## config.mk

```make
export PLATFORM = sky130hd
export DESIGN_NAME = sub_bytes_seq
export DESIGN_NICKNAME = d
export VERILOG_FILES = /design/src/rtl/sub_bytes_seq.sv
export SDC_FILE = /design/constraint.sdc
export NUM_CORES = 2
export LEC_CHECK = 0
export BUFFER_PORTS_ARGS = -buffer_cell sky130_fd_sc_hd__buf_2
export CAP_MARGIN = 15
export CORE_MARGIN = 10
export CORE_UTILIZATION = 45
export CTS_CLUSTER_DIAMETER = 120
export CTS_CLUSTER_SIZE = 12
export DETAILED_ROUTE_END_ITERATION = 8
export HOLD_SLACK_MARGIN = 0.05
export PLACE_DENSITY = 0.65
export SETUP_SLACK_MARGIN = 0.1
export SLEW_MARGIN = 20
export SYNTH_ARGS = -nofsm -noshare
export SYNTH_HDL_FRONTEND = slang
export SYNTH_SLANG_ARGS = --single-unit
```

## constraint.sdc

```tcl
create_clock -name clk -period 21.8 [get_ports clk]
set_input_delay 3.27 -clock clk [delete_from_list [all_inputs] [get_ports clk]]
set_output_delay 3.27 -clock clk [all_outputs]
set_load 0.02 [all_outputs]
```

## src/rtl/sub_bytes_seq.sv

```systemverilog
// sub_bytes_seq: iterative AES-128 SubBytes stage feeding Shift_rows.
// Substitutes SBOX_LANES bytes per clock through shared S-box lanes, so a
// 128-bit block takes N = 16/SBOX_LANES cycles. Valid/ready on both sides.
// Optional macro SUBBYTES_INV_EN adds the `inv` port (inverse S-box select).

// One S-box lane: GF(2^8) inverse combined with the FIPS-197 affine map.
module sbox_lane (
`ifdef SUBBYTES_INV_EN
    input  logic       inv_i,
`endif
    input  logic [7:0] byte_i,
    output logic [7:0] byte_o
);

    // Multiply in GF(2^8) modulo x^8 + x^4 + x^3 + x + 1.
    function automatic logic [7:0] gf_mul(input logic [7:0] a, input logic [7:0] b);
        logic [7:0] acc;
        logic [7:0] aa;
        acc = 8'h00;
        aa  = a;
        for (int i = 0; i < 8; i++) begin
            if (b[i]) begin
                acc = acc ^ aa;
            end
            aa = {aa[6:0], 1'b0} ^ (aa[7] ? 8'h1b : 8'h00);
        end
        return acc;
    endfunction

    // Multiplicative inverse as x^254; zero maps to zero naturally.
    function automatic logic [7:0] gf_inv(input logic [7:0] x);
        logic [7:0] sq;
        logic [7:0] r;
        sq = x;
        r  = 8'h01;
        for (int k = 1; k < 8; k++) begin
            sq = gf_mul(sq, sq);
            r  = gf_mul(r, sq);
        end
        return r;
    endfunction

    function automatic logic [7:0] affine_fwd(input logic [7:0] b);
        return b ^ {b[6:0], b[7]} ^ {b[5:0], b[7:6]} ^ {b[4:0], b[7:5]}
                 ^ {b[3:0], b[7:4]} ^ 8'h63;
    endfunction

`ifdef SUBBYTES_INV_EN
    function automatic logic [7:0] affine_inv(input logic [7:0] b);
        return {b[6:0], b[7]} ^ {b[4:0], b[7:5]} ^ {b[1:0], b[7:2]} ^ 8'h05;
    endfunction
`endif

    // Select forward or inverse substitution for this lane.
    always_comb begin
`ifdef SUBBYTES_INV_EN
        if (inv_i) begin
            byte_o = gf_inv(affine_inv(byte_i));
        end else begin
            byte_o = affine_fwd(gf_inv(byte_i));
        end
`else
        byte_o = affine_fwd(gf_inv(byte_i));
`endif
    end

endmodule

module sub_bytes_seq #(
    parameter int SBOX_LANES = 4
) (
    input  logic         clk,
    input  logic         rst,
`ifdef SUBBYTES_INV_EN
    input  logic         inv,
`endif
    input  logic         in_valid,
    output logic         in_ready,
    input  logic [127:0] state_in,
    output logic         out_valid,
    input  logic         out_ready,
    output logic [127:0] sub
);

    localparam int N = 16 / SBOX_LANES;
    localparam logic [3:0] LAST_GRP = 4'(N - 1);

    generate
        if (!(SBOX_LANES == 1 || SBOX_LANES == 2 || SBOX_LANES == 4 ||
              SBOX_LANES == 8 || SBOX_LANES == 16)) begin : g_bad_lanes
            $error("sub_bytes_seq: SBOX_LANES must be 1, 2, 4, 8 or 16");
        end
    endgenerate

    typedef enum logic [1:0] {
        IDLE = 2'd0,
        BUSY = 2'd1,
        DONE = 2'd2
    } state_t;

    state_t           state_q, state_d;
    logic [3:0]       cnt_q, cnt_d;
    // Element 15 is byte 0 ([127:120]), element 0 is byte 15 ([7:0]).
    logic [15:0][7:0] work_q, work_d;
    logic             inv_q, inv_d;

    logic [3:0]       grp_base;
    logic [7:0]       lane_in  [SBOX_LANES];
    logic [7:0]       lane_out [SBOX_LANES];

    assign in_ready  = (state_q == IDLE);
    assign out_valid = (state_q == DONE);
    assign sub       = work_q;

    // First byte index of the group currently being substituted.
    always_comb begin
        grp_base = 4'(int'(cnt_q) * SBOX_LANES);
    end

    generate
        for (genvar gi = 0; gi < SBOX_LANES; gi++) begin : g_lane
            assign lane_in[gi] = work_q[4'd15 - grp_base - 4'(gi)];

            sbox_lane u_lane (
`ifdef SUBBYTES_INV_EN
                .inv_i  (inv_q),
`endif
                .byte_i (lane_in[gi]),
                .byte_o (lane_out[gi])
            );
        end
    endgenerate

`ifndef SUBBYTES_INV_EN
    // Forward-only build: direction flag is never used.
    logic unused_inv;
    assign unused_inv = inv_q;
`endif

    // Next-state: capture in IDLE, substitute one group per BUSY cycle, hold in DONE.
    always_comb begin
        state_d = state_q;
        cnt_d   = cnt_q;
        work_d  = work_q;
        inv_d   = inv_q;
        case (state_q)
            IDLE: begin
                if (in_valid) begin
                    work_d  = state_in;
                    cnt_d   = 4'd0;
`ifdef SUBBYTES_INV_EN
                    inv_d   = inv;
`else
                    inv_d   = 1'b0;
`endif
                    state_d = BUSY;
                end
            end
            BUSY: begin
                for (int j = 0; j < SBOX_LANES; j++) begin
                    work_d[4'd15 - grp_base - 4'(j)] = lane_out[j];
                end
                if (cnt_q == LAST_GRP) begin
                    cnt_d   = 4'd0;
                    state_d = DONE;
                end else begin
                    cnt_d   = cnt_q + 4'd1;
                end
            end
            DONE: begin
                if (out_ready) begin
                    state_d = IDLE;
                end
            end
            default: begin
                state_d = IDLE;
            end
        endcase
    end

    // State registers with synchronous reset; reset discards any in-flight block.
    always_ff @(posedge clk) begin
        if (rst) begin
            state_q <= IDLE;
            cnt_q   <= 4'd0;
            work_q  <= '0;
            inv_q   <= 1'b0;
        end else begin
            state_q <= state_d;
            cnt_q   <= cnt_d;
            work_q  <= work_d;
            inv_q   <= inv_d;
        end
    end

endmodule

```

==> summary.txt <==
Global routing
  • Largest net degree at the start of global routing: 85
  • First-pass GRT wire length: 347000 um
  • Initial antenna violation count: 14
  • Vias in the first global route: 60360
  • Tot GR Track Use: a little over a quarter
  • Grt total ovfl: 0

Yosys
  • Yosys reg bits: 134
  • Syn Nets: between 8000 and 9000
  • Async SR Flop Fraction: 0%
  • Post-Synthesis Cells: 8825
  • Top cells by area, synth: xnor2_1 (23%), xnor3_1 (8.7%), nor2_1 (8.1%)
  • Synth warnings: 0
  • Post-synth top area share: a little under a quarter
  • Synth Flop Type: dfxtp_1
  • Synth unique cells: about 120
  • Synthesized area: 63400 um2
  • Register area share after synthesis: under 10%
  • Post-synth top area cell: xnor2_1
  • Avg Inst Size Synth: 7.18 um2
  • Post-synth EDFFs: 0

Drt
  • Routed Antenna Nets: 0
  • Pre-antenna DRT Iters: 6
  • DRC violations left: 0
  • DR iter-0 viols: 7469
  • Drt total wl: around 220000 um
  • DR vias: roughly 66000
  • DR vias/cell: 6.18
  • Routed WL per cell: 20.9 um

Worst setup path
  • Peak fanout along the critical path: 27
  • WP data arrival: 20.82 ns
  • Reg2reg path depth: 66
  • Crit path launch type: flop
  • CP Capture Type: flop
  • CP most frequent cell: xnor2_1
  • Crit Path Category: reg -> reg
  • Crit-path slowest cell: mux4_2
  • Critical Path RT: 22.13 ns
  • Critical Path Max Stage Delay: 0.81 ns

Finish
  • Final-layout fill cell count: 13819
  • Layout area overhead: 7.19%
  • Final non-filler cell area: 67900 um2
  • Nets: approximately 8900
  • Ant diodes: 0
  • Fraction of layout instances using a drive strength above 1: 11.2%

Floorplanning
  • Row count: 137
  • Ports: 262
  • Initial Util: 45.4%
  • Die Span Y: 395 um
  • Area of the die: 156000 um2
  • Core area: 140000 um2
  • Chip width: 395 um

STA
  • Hold_ws: 0.500 ns
  • Final period util: 94.0%
  • Final Critical Period: between 20 and 25 ns
  • Fmax: 48.8 MHz
  • Max Clock Skew: ~0.021 ns
  • Final Setup Violations: 0
  • Final Hold Fails: 0
  • Slew margin rel.: 22.3%
  • Slew @ Worst Pin: between 1 and 1.5 ns
  • Final Max Tran Viols: 0
  • RSZ-0062 raised after global routing: no
  • Post-route setup TNS: 0 ns

Placement
  • Post-DP Area: 67300 um2
  • I/O Buffers: between 200 and 300
  • Post-DP HPWL: 164000 um
  • Placer Congestion: 0.963

Clocking
  • Clock-pin slew on the worst setup and hold paths: 0.09 ns
  • Worst-Skew Late Latency: 0.49 ns
  • Clock root buffer: clkbuf_16
  • TritonCTS Buffers: 17
  • H-tree depth: 4
  • Clock sink total: 134
  • CTS tree: built
  • Max Root-Sink Buffers: 2
  • Post-CTS setup buffer count: 0

Worst hold path
  • WHS Path Cells: 2
  • HP Class: reg -> reg

Flow run
  • Max Cap Viol: 0

Outcome
  • Status: finished clean
[layout make-up]
| type | instances | area, um2 | share of cell area, % |
|---|---|---|---|
| Sequential cell | 134 | 2690 | 3.96 |
| Clock buffer | 18 | 439 | 0.647 |
| Multi-Input combinational cell | 7955 | 58300 | 85.8 |
| Clock inverter | 14 | 156 | 0.230 |
| Tap cell | 1876 | 2350 | 3.46 |
| Inverter | 104 | 390 | 0.575 |
| Timing Repair Buffer | 570 | 3630 | 5.34 |
[cell usage in the layout, fill, tap and decap left out, drive strengths merged, types with 179 or more instances in the layout]
master / count
xnor3: 253
nor2: 1373
a21oi: 421
xnor2: 1715
nor3: 248
nand3: 215
o21ai: 412
xor2: 505
buf: 570
mux2i: 221
o22ai: 179
nand2: 813
[final timing paths]
check             endpoint  startpoint  slack [ns]
hold reg to reg   cnt_q[2]    cnt_q[2]        0.50
setup reg to reg   sub[83]    cnt_q[1]        1.30
setup / recovery   sub[83]    cnt_q[1]        1.30
hold / removal    cnt_q[2]    cnt_q[2]        0.50
[per-layer routing]
layer	vias up	share of wire (%)	track usage (%)
met2	3302	44	40.9
li1	30890	-	-
met1	31333	44	37.5
met3	392	10	5.64
met4	6	2.5	6.89
met5	-	0.013	0
[registers in the layout (all words and copies together) (netlist names)]
register	count
cnt_q	4
state_q	2
sub	128
[worst max-delay path: cells and delay by family, from the launching register on]
kind            cells  cell delay [ns]
xor+xnor           21             6.85
compound gates     17             4.09
simple gates       12             3.00
fa+ha+maj           4             2.06
mux                 5             1.91
buf+inv             7             1.81
flops               1             0.56
[metrics by stage]
stage	util [%]	std cells	setup slack (ns)
floorplan	-	8825	4.73
global placement	48.1	10639	1.32
detailed placement	48.1	10639	1.35
CTS	48.6	10671	1.17
global route	48.6	10671	0.132
finish	48.6	10671	1.30
[cell usage after synthesis, types with 53 or more instances]
library cell and count:
xnor3_1 245, nand4_1 65, a211oi_1 104, inv_1 76, o211ai_1 91, a22oi_1 64, clkbuf_1 445, nand2b_1 69
nand3_1 215, o22ai_1 179, buf_2 108, o21ai_0 368, dfxtp_1 134, a21oi_1 419, nor4_1 60, nor3_1 247
xnor2_1 1641, xnor2_2 63, nand2_1 811, buf_1 53, and3_1 57, nor2_1 1368, a31oi_1 83, xor2_1 484
mux2i_1 221
[repair_timing]
item | CTS | global route
resized for setup | 0 | 3
setup endpoints to repair | 0 | 32
hold buffers | 0 | 0
[logic make-up (layout without fill, tap and decap cells)]
group,Yosys count,in the layout,share of synthesized area [%]
XOR/XNOR,2501,2501,42.1
adder cells (fa/ha/maj),32,32,0.632
AO/OA/AOI/OAI,1951,1951,20.6
buffers and inverters,736,706,4.78
flip-flops,134,134,4.23
multiplexers,309,309,5.66
AND/OR/NAND/NOR,3162,3162,22.0
Power is left out: the tool's default activity adds up to more than one toggle a clock period on the data nets, which glitch-free logic cannot reach.
